**config.mk**
```make
export PLATFORM = sky130hd
export DESIGN_NAME = uart_tx_arbiter
export DESIGN_NICKNAME = d
export VERILOG_FILES = /design/src/rtl/uart_tx_arbiter_pkg.sv /design/src/rtl/uart_tx_arbiter_rr.sv /design/src/rtl/uart_tx_arbiter.sv
export SDC_FILE = /design/constraint.sdc
export NUM_CORES = 1
export LEC_CHECK = 0
export BUFFER_PORTS_ARGS = -buffer_cell sky130_fd_sc_hd__buf_2
export CAP_MARGIN = 30
export CORE_MARGIN = 2
export CORE_UTILIZATION = 45
export CTS_CLUSTER_DIAMETER = 40
export DETAILED_ROUTE_END_ITERATION = 6
export PLACE_DENSITY_LB_ADDON = 0.08
export SLEW_MARGIN = 20
export SYNTH_ARGS = -nofsm -noshare
export SYNTH_HDL_FRONTEND = slang
export SYNTH_SLANG_ARGS = --single-unit
```
**constraint.sdc**
```tcl
create_clock -name clk -period 3.7 [get_ports clk]
set_clock_uncertainty 0.1 [all_clocks]
set_input_delay 0.74 -clock clk [delete_from_list [all_inputs] [get_ports clk]]
set_output_delay 0.74 -clock clk [all_outputs]
set_load 0.01 [all_outputs]
```
**src/rtl/uart_tx_arbiter_pkg.sv**
```systemverilog
// Shared types and helpers for the uart_tx arbiter slice.
//   byte_t  : one UART payload byte
//   rr_next : round-robin index increment with wrap
`timescale 1ns/1ps
package uart_tx_arbiter_pkg;

  typedef logic [7:0] byte_t;

  function automatic int unsigned rr_next(input int unsigned idx, input int unsigned n);
    return (idx + 1 >= n) ? 0 : idx + 1;
  endfunction

endpackage

```
**src/rtl/uart_tx_arbiter_rr.sv**
```systemverilog
// Round-robin selector: picks the first set request bit, searching upward
// from `pointer` with wrap.
//   request : one bit per requester
//   pointer : index holding highest priority this cycle
//   grant   : one-hot winner (all zero when no request)
`timescale 1ns/1ps
module rr_arbiter #(
  parameter int NUM_REQ = 2,
  parameter int IW      = (NUM_REQ > 1) ? $clog2(NUM_REQ) : 1
) (
  input  logic [NUM_REQ-1:0] request,
  input  logic [IW-1:0]      pointer,
  output logic [NUM_REQ-1:0] grant
);

  logic          found;
  logic [IW-1:0] idx;

  always_comb begin
    grant = '0;
    found = 1'b0;
    idx   = '0;
    for (int off = 0; off < NUM_REQ; off++) begin
      idx = IW'((32'(pointer) + 32'(off)) % NUM_REQ);
      if (!found && request[idx]) begin
        grant[idx] = 1'b1;
        found      = 1'b1;
      end
    end
  end

endmodule

```
**src/rtl/uart_tx_arbiter.sv**
```systemverilog
// Arbitrates NUM_REQ byte streams onto a single uart_tx. A requester holds the
// transmitter for a whole message (until its last byte is sent) or until it
// stalls for IDLE_TIMEOUT consecutive cycles.
//   clk, reset            : rising-edge clock, synchronous active-high reset
//   req_valid/data/last_i : per-lane byte stream (lane i = data bits [8i+7:8i])
//   req_ready_o           : per-lane accept, only ever on the granted lane
//   data_o, tx_en_o       : byte and enable towards uart_tx
//   tx_ready              : uart_tx can take a byte this cycle
//   grant_o, busy_o       : one-hot current owner, high while a grant is held
//   timeout_o             : one-cycle pulse when a stalled grant is revoked
`timescale 1ns/1ps
module uart_tx_arbiter
  import uart_tx_arbiter_pkg::*;
#(
  parameter int NUM_REQ      = 2,
  parameter int IDLE_TIMEOUT = 1024
) (
  input  logic                 clk,
  input  logic                 reset,
  input  logic [NUM_REQ-1:0]   req_valid_i,
  input  logic [8*NUM_REQ-1:0] req_data_i,
  input  logic [NUM_REQ-1:0]   req_last_i,
  output logic [NUM_REQ-1:0]   req_ready_o,
  output logic [7:0]           data_o,
  output logic                 tx_en_o,
  input  logic                 tx_ready,
  output logic [NUM_REQ-1:0]   grant_o,
  output logic                 busy_o,
  output logic                 timeout_o
);

  localparam int IW = (NUM_REQ > 1) ? $clog2(NUM_REQ) : 1;
  localparam int CW = $clog2(IDLE_TIMEOUT + 1);
  localparam logic ST_IDLE = 1'b0;
  localparam logic ST_BUSY = 1'b1;
  localparam logic [CW-1:0] STALL_MAX = CW'(IDLE_TIMEOUT);

  logic               state_q, state_d;
  logic [NUM_REQ-1:0] grant_q, rr_grant;
  logic [IW-1:0]      ptr_q, rr_idx;
  logic [CW-1:0]      stall_q;
  logic               timeout_q;
  logic               g_valid, g_last, xfer, stall_hit;
  byte_t              g_data;

  rr_arbiter #(.NUM_REQ(NUM_REQ), .IW(IW)) u_rr (
    .request (req_valid_i),
    .pointer (ptr_q),
    .grant   (rr_grant)
  );

  always_comb begin
    rr_idx = '0;
    for (int i = 0; i < NUM_REQ; i++)
      if (rr_grant[i]) rr_idx = IW'(i);
  end

  // Granted-lane view; grant_q is one-hot so the mux never sees two lanes.
  always_comb begin
    g_data  = '0;
    g_valid = |(req_valid_i & grant_q);
    g_last  = |(req_valid_i & req_last_i & grant_q);
    for (int i = 0; i < NUM_REQ; i++)
      if (grant_q[i]) g_data = req_data_i[8*i +: 8];
  end

  assign xfer      = (state_q == ST_BUSY) && g_valid && tx_ready;
  // Fires on the stalled cycle that brings the count up to IDLE_TIMEOUT.
  assign stall_hit = (state_q == ST_BUSY) && !g_valid && (stall_q == STALL_MAX - 1'b1);

  // State register
  always_ff @(posedge clk) begin
    if (reset) state_q <= ST_IDLE;
    else       state_q <= state_d;
  end

  // Next-state logic
  always_comb begin
    state_d = state_q;
    case (state_q)
      ST_IDLE: if (|req_valid_i) state_d = ST_BUSY;
      ST_BUSY: if ((xfer && g_last) || stall_hit) state_d = ST_IDLE;
      default: state_d = ST_IDLE;
    endcase
  end

  // Grant, priority pointer and stall counter. The pointer moves past the
  // winner at grant time, so a revoked grant is already skipped next round.
  always_ff @(posedge clk) begin
    if (reset) begin
      grant_q   <= '0;
      ptr_q     <= '0;
      stall_q   <= '0;
      timeout_q <= 1'b0;
    end else begin
      timeout_q <= stall_hit;
      if (state_q == ST_IDLE) begin
        stall_q <= '0;
        if (|req_valid_i) begin
          grant_q <= rr_grant;
          ptr_q   <= IW'(rr_next(32'(rr_idx), NUM_REQ));
        end
      end else if (state_d == ST_IDLE) begin
        grant_q <= '0;
        stall_q <= '0;
      end else if (g_valid) begin
        stall_q <= '0;
      end else if (stall_q != STALL_MAX) begin
        stall_q <= stall_q + 1'b1;
      end
    end
  end

  // Outputs; reset masks them combinationally so an in-flight byte is
  // abandoned in the very cycle reset rises.
  always_comb begin
    tx_en_o     = 1'b0;
    data_o      = '0;
    req_ready_o = '0;
    grant_o     = '0;
    busy_o      = 1'b0;
    timeout_o   = timeout_q && !reset;
    if (!reset && state_q == ST_BUSY) begin
      tx_en_o     = g_valid;
      data_o      = g_data;
      req_ready_o = grant_q & req_valid_i & {NUM_REQ{tx_ready}};
      grant_o     = grant_q;
      busy_o      = 1'b1;
    end
  end

endmodule

```
; Word-level counts from Yosys, hierarchy flattened
; Cells that the tools add are included.
; Widths: inputs -> output; s select.
[word_totals]
in_bits = 23
ff_bits = 16
[classes]
eq_ne = 3
order_cmp = 5
n_addsub = 3
n_reduce_logical = 21
mux = 26
bitwise_logic = 7
[ops]
columns = operator, n
row1 = $mux 8, 3
row2 = $mux 2, 7
row3 = $mux 1, 13
row4 = $add 11x1->11 const B, 1
row5 = $eq 11x10->1 const B, 1
row6 = $ne 11x11->1 const B, 1
row7 = $logic_and 1x1->1, 10
row8 = $and 2x2->2, 4
row9 = $reduce_or 2->1, 3
row10 = $reduce_or 5->1, 1
row11 = $lt 1x2->1 const B, 2
row12 = $reduce_and 2->1, 2
row13 = $logic_not 1->1, 3
row14 = $add 1x1->2 const B, 1
row15 = $demux 1 s1, 2
row16 = $ge 1x1->1 const B, 2
row17 = $ge 2x2->1 const B, 1
row18 = $ne 2x2->1 const B, 1
row19 = $not 1->1, 2
row20 = $or 2x2->2, 1
row21 = $pmux 1 s2, 1
row22 = $reduce_bool 2->1, 1
row23 = $add 1x1->1 const B, 1
row24 = $logic_or 1x1->1, 1

; Longest topological paths before layout
[depth]
ltp_word = 11
ltp_mapped = 7
depth_no_buf = 5

; By module
; From an unflattened synthesis, not the netlist that was laid out.
[unflattened]
cells_unflattened = 119
hier_area_um2 = 1019.7
[by_module_without_submodules]
columns = module, instances, seq_area_each_um2, cells_each, area_each_um2
row1 = uart_tx_arbiter, 1, 320.3, 116, 1001.0
row2 = rr_arbiter, 1, 0.0, 3, 18.8

; Worst setup path after synthesis
; Ideal clock, no wire load.
[synth_path]
path_kind = input port to output port
start = input port reset
end = output port req_ready_o[1]
arrival_time_ns = 1.367
cell_stages = 5
path_buffers = 1
slack_ns = 1.493
cell_sequence = nand2b_1 buf_4 clkinv_1 nand2_1 nor2_1
[synth_between]
elab_chain_cells = 3
[synth_lines]
columns = element, line_no
row1 = "start, declared", uart_tx_arbiter.sv:19  ; input logic reset,
row2 = $logic_not 1->1, uart_tx_arbiter.sv:123  ; if (!reset && state_q == ST_BUSY) begin
row3 = $logic_and 1x1->1, uart_tx_arbiter.sv:123
row4 = $mux 2, uart_tx_arbiter.sv:123
row5 = "end, declared", uart_tx_arbiter.sv:23  ; output logic [NUM_REQ-1:0] req_ready_o,
; No other way between the ends.

; Worst setup path in the final report
[layout_path]
start = input port reset
end = output port grant_o[0]
[layout_between]
elab_chain_cells = 3
[layout_lines]
columns = element, line_no
row1 = $logic_not 1->1, uart_tx_arbiter.sv:123
row2 = $logic_and 1x1->1, uart_tx_arbiter.sv:123
row3 = $mux 2, uart_tx_arbiter.sv:123
row4 = "end, declared", uart_tx_arbiter.sv:27  ; output logic [NUM_REQ-1:0] grant_o,
; No other way between the ends.

==> flow_metrics.py <==
metrics = {
    "status": {
        "status": "finished clean",
    },
    "sta": {
        "worstMarginPinSlew_ns": 0.508,
        "fin_crit_sh": 0.690,
        "slew_viol_final": 0,
        "timing.slew.headroom": 0.660,
        "rsz0062_at_grt": "false",
        "hold_violations": 0,
        "fin_tns_setup_ns": 0,
        "period_minus_slack_ns": 2.55,
        "max_freq_ghz": 0.392,
        "setup_viol": 0,
    },
    "grt": {
        "antenna_found_initial": 0,
        "gr-total-overflow": 0,
        "grt_max_degree": 15,
        "grt_use_total": 0.193,
        "first_global_vias": 881,
        "grt_first_pass_wirelength_mm": 3.81,
    },
    "floorplan": {
        "rows": 16,
        "die_area_um2": 2530,
        "pin_count": 38,
        "die_x_um": 50.3,
        "coreArea_um2": 1980,
        "start_util": 0.486,
        "fp.dieH_um": 50.3,
    },
    "yosys": {
        "ys_warn_count": 0,
        "synthCells": 115,
        "synth.distinct_cells": 36,
        "yosysSeqAreaShare": 0.332,
        "synth_ff_type": "dfxtp_1",
        "ys_ff_latch": 16,
        "syn_area_per_cell_um2": 8.38,
        "async_reset_ff_frac": 0,
        "synth_area_um2": 963,
        "synth_nets": 140,
        "synth_edf_count": 0,
    },
    "finish": {
        "num_antenna_cells": 0,
        "drive_above_1_share": 0.329,
        "post-route-util": 0.591,
        "nNetsFinal": 176,
        "final_cell_mix": "buf_2 (37), nor2_1 (24), dfxtp_1 (16)",
        "final_common_cell": "buf_2",
        "syn_to_final_growth_pct": 21.6,
        "fin_cells": 176,
    },
    "routing": {
        "dr_total_vias": 934,
        "ant_nets": 0,
        "drt_iter0_drc": 13,
        "first_pass_iters": 4,
        "wl_mm": 2.17,
        "vias_per_cell": 5.31,
        "drc": 0,
        "wire_per_inst_um": 12.3,
    },
    "placement": {
        "place.gp.congestion": 0.843,
        "place_inst": 173,
        "hpwl_mm": 1.68,
        "io_buffers": 37,
    },
    "worst_setup_path": {
        "critPathSlowestCell": "nand2b_1",
        "cp_data_required_time_ns": 2.86,
        "critPathLaunch": "reset",
        "max_stage_delay_ns": 0.32,
        "crit_path_frequent_cell": "buf_2",
        "r2r_start": "stall_q[0]",
        "worstSetupPathType": "in2out",
        "worstPathArrival_ns": 1.71,
        "crit_path_max_fanout": 10,
        "cp_cell_sequence": "buf_2 > nand2b_1 > clkinv_1 > and2_1 > buf_2",
        "critPathLaunchType": "input pin",
        "end_kind": "output pin",
    },
    "clock_network": {
        "htree_levels": 1,
        "cts_tree": "done",
        "cts_buffers": 3,
        "clockBufferDepth": 2,
        "ctsResizeCount": 0,
        "clk_pin_slew_ns": 0.09,
        "cts_setup_buffers": 0,
        "holdBufCountCts": 0,
        "cts.root.buffer_cell": "clkbuf_4",
        "numClockSinks": 16,
        "clk_latency_ns": 0.28,
    },
    "run": {
        "maxCapViolations": 0,
    },
    "power": {
        "ir_worst_vdd_mv": 0.198,
        "intPower_w": 0.000240,
        "p_leak_nw": 0.486,
        "p_comb_frac": 0.162,
        "power_density_nw_per_um2": 279,
        "p_sw_w": 0.0000872,
        "pwr-share-seq": 0.566,
        "clockPowerShare": 0.272,
        "switching_share": 0.267,
    },
    "worst_hold_path": {
        "hp-class": "reg2reg",
        "hp-start": "ptr_q",
    },
}
==> worst paths after layout <==
check                to  slack [ns]  cells past startpoint
max          grant_o[0]        1.15                      5
min               ptr_q        0.40                      1
max reg2reg  stall_q[4]        1.75                      5
min reg2reg       ptr_q        0.40                      1
==> state kept, by name, summed over array words and instances, names as in the netlist <==
register,cells
state_q,1
grant_q,2
timeout_q,1
ptr_q,1
stall_q,11
==> power groups by stage <==
stage          Combinational [W]  Sequential, W   Clock, W
3_3_place_gp           0.0000516       0.000189          0
4_1_cts                0.0000534       0.000185  0.0000945
5_1_grt                0.0000607       0.000187   0.000103
2_1_floorplan          0.0000372       0.000186          0
3_5_place_dp           0.0000531       0.000189          0
6_report               0.0000530       0.000185  0.0000890
==> synthesized netlist by cell type (all sizes together) (3+ instances only) <==
master   n  area, um^2
nor2    24        90.1
dfxtp   16         320
nand2b   4        25.0
and2     4        26.3
nand4    3        33.8
nand3    5        25.0
clkbuf   4        15.0
inv      3        11.3
a22oi    9        72.6
nand2    7        26.3
xnor2    5        43.8
xor2     3        26.3
==> per-stage QoR <==
stage / area (um^2) / hold WS, ns / setup WS (ns) / total power [W]
after floorplan: 963 / 0.358 / 1.49 / 0.000223
after global placement: 1150 / 0.393 / 1.19 / 0.000241
after detailed placement: 1150 / 0.392 / 1.13 / 0.000242
after CTS: 1170 / 0.406 / 1.13 / 0.000333
after global routing: 1170 / 0.425 / 1.00 / 0.000350
final: 1170 / 0.397 / 1.15 / 0.000327
==> routing by layer <==
metal | GRT usage | up-vias | routed length, um
li1 | - | 477 | -
met5 | 0 | - | 0
met2 | 0.336 | 22 | 1060
met4 | 0.0694 | 0 | 14
met1 | 0.223 | 433 | 980
met3 | 0.0536 | 2 | 109
==> cell families after synthesis <==
group                    after synthesis  synth area share
adder cells (fa/ha/maj)                2            0.0260
AO/OA/AOI/OAI                         19             0.161
flip-flops                            16             0.332
multiplexers                           1            0.0104
buffers and inverters                 10            0.0506
AND/OR/NAND/NOR                       59             0.347
XOR/XNOR                               8            0.0727
==> area by class of cell <==
type                            count  area (um^2)
Clock buffer                        3         22.5
Fill cell                         195          811
Inverter                            4         15.0
Multi-Input combinational cell     89          594
Sequential cell                    16          320
Tap cell                           27         33.8
Timing Repair Buffer               37          185
==> worst max-delay path, delay by kind of cell <==
kind / cells / cell delay, ns
buffers and inverters: 3 / 0.46
AND/OR/NAND/NOR: 2 / 0.51
Power figures use the tool's default switching activity.
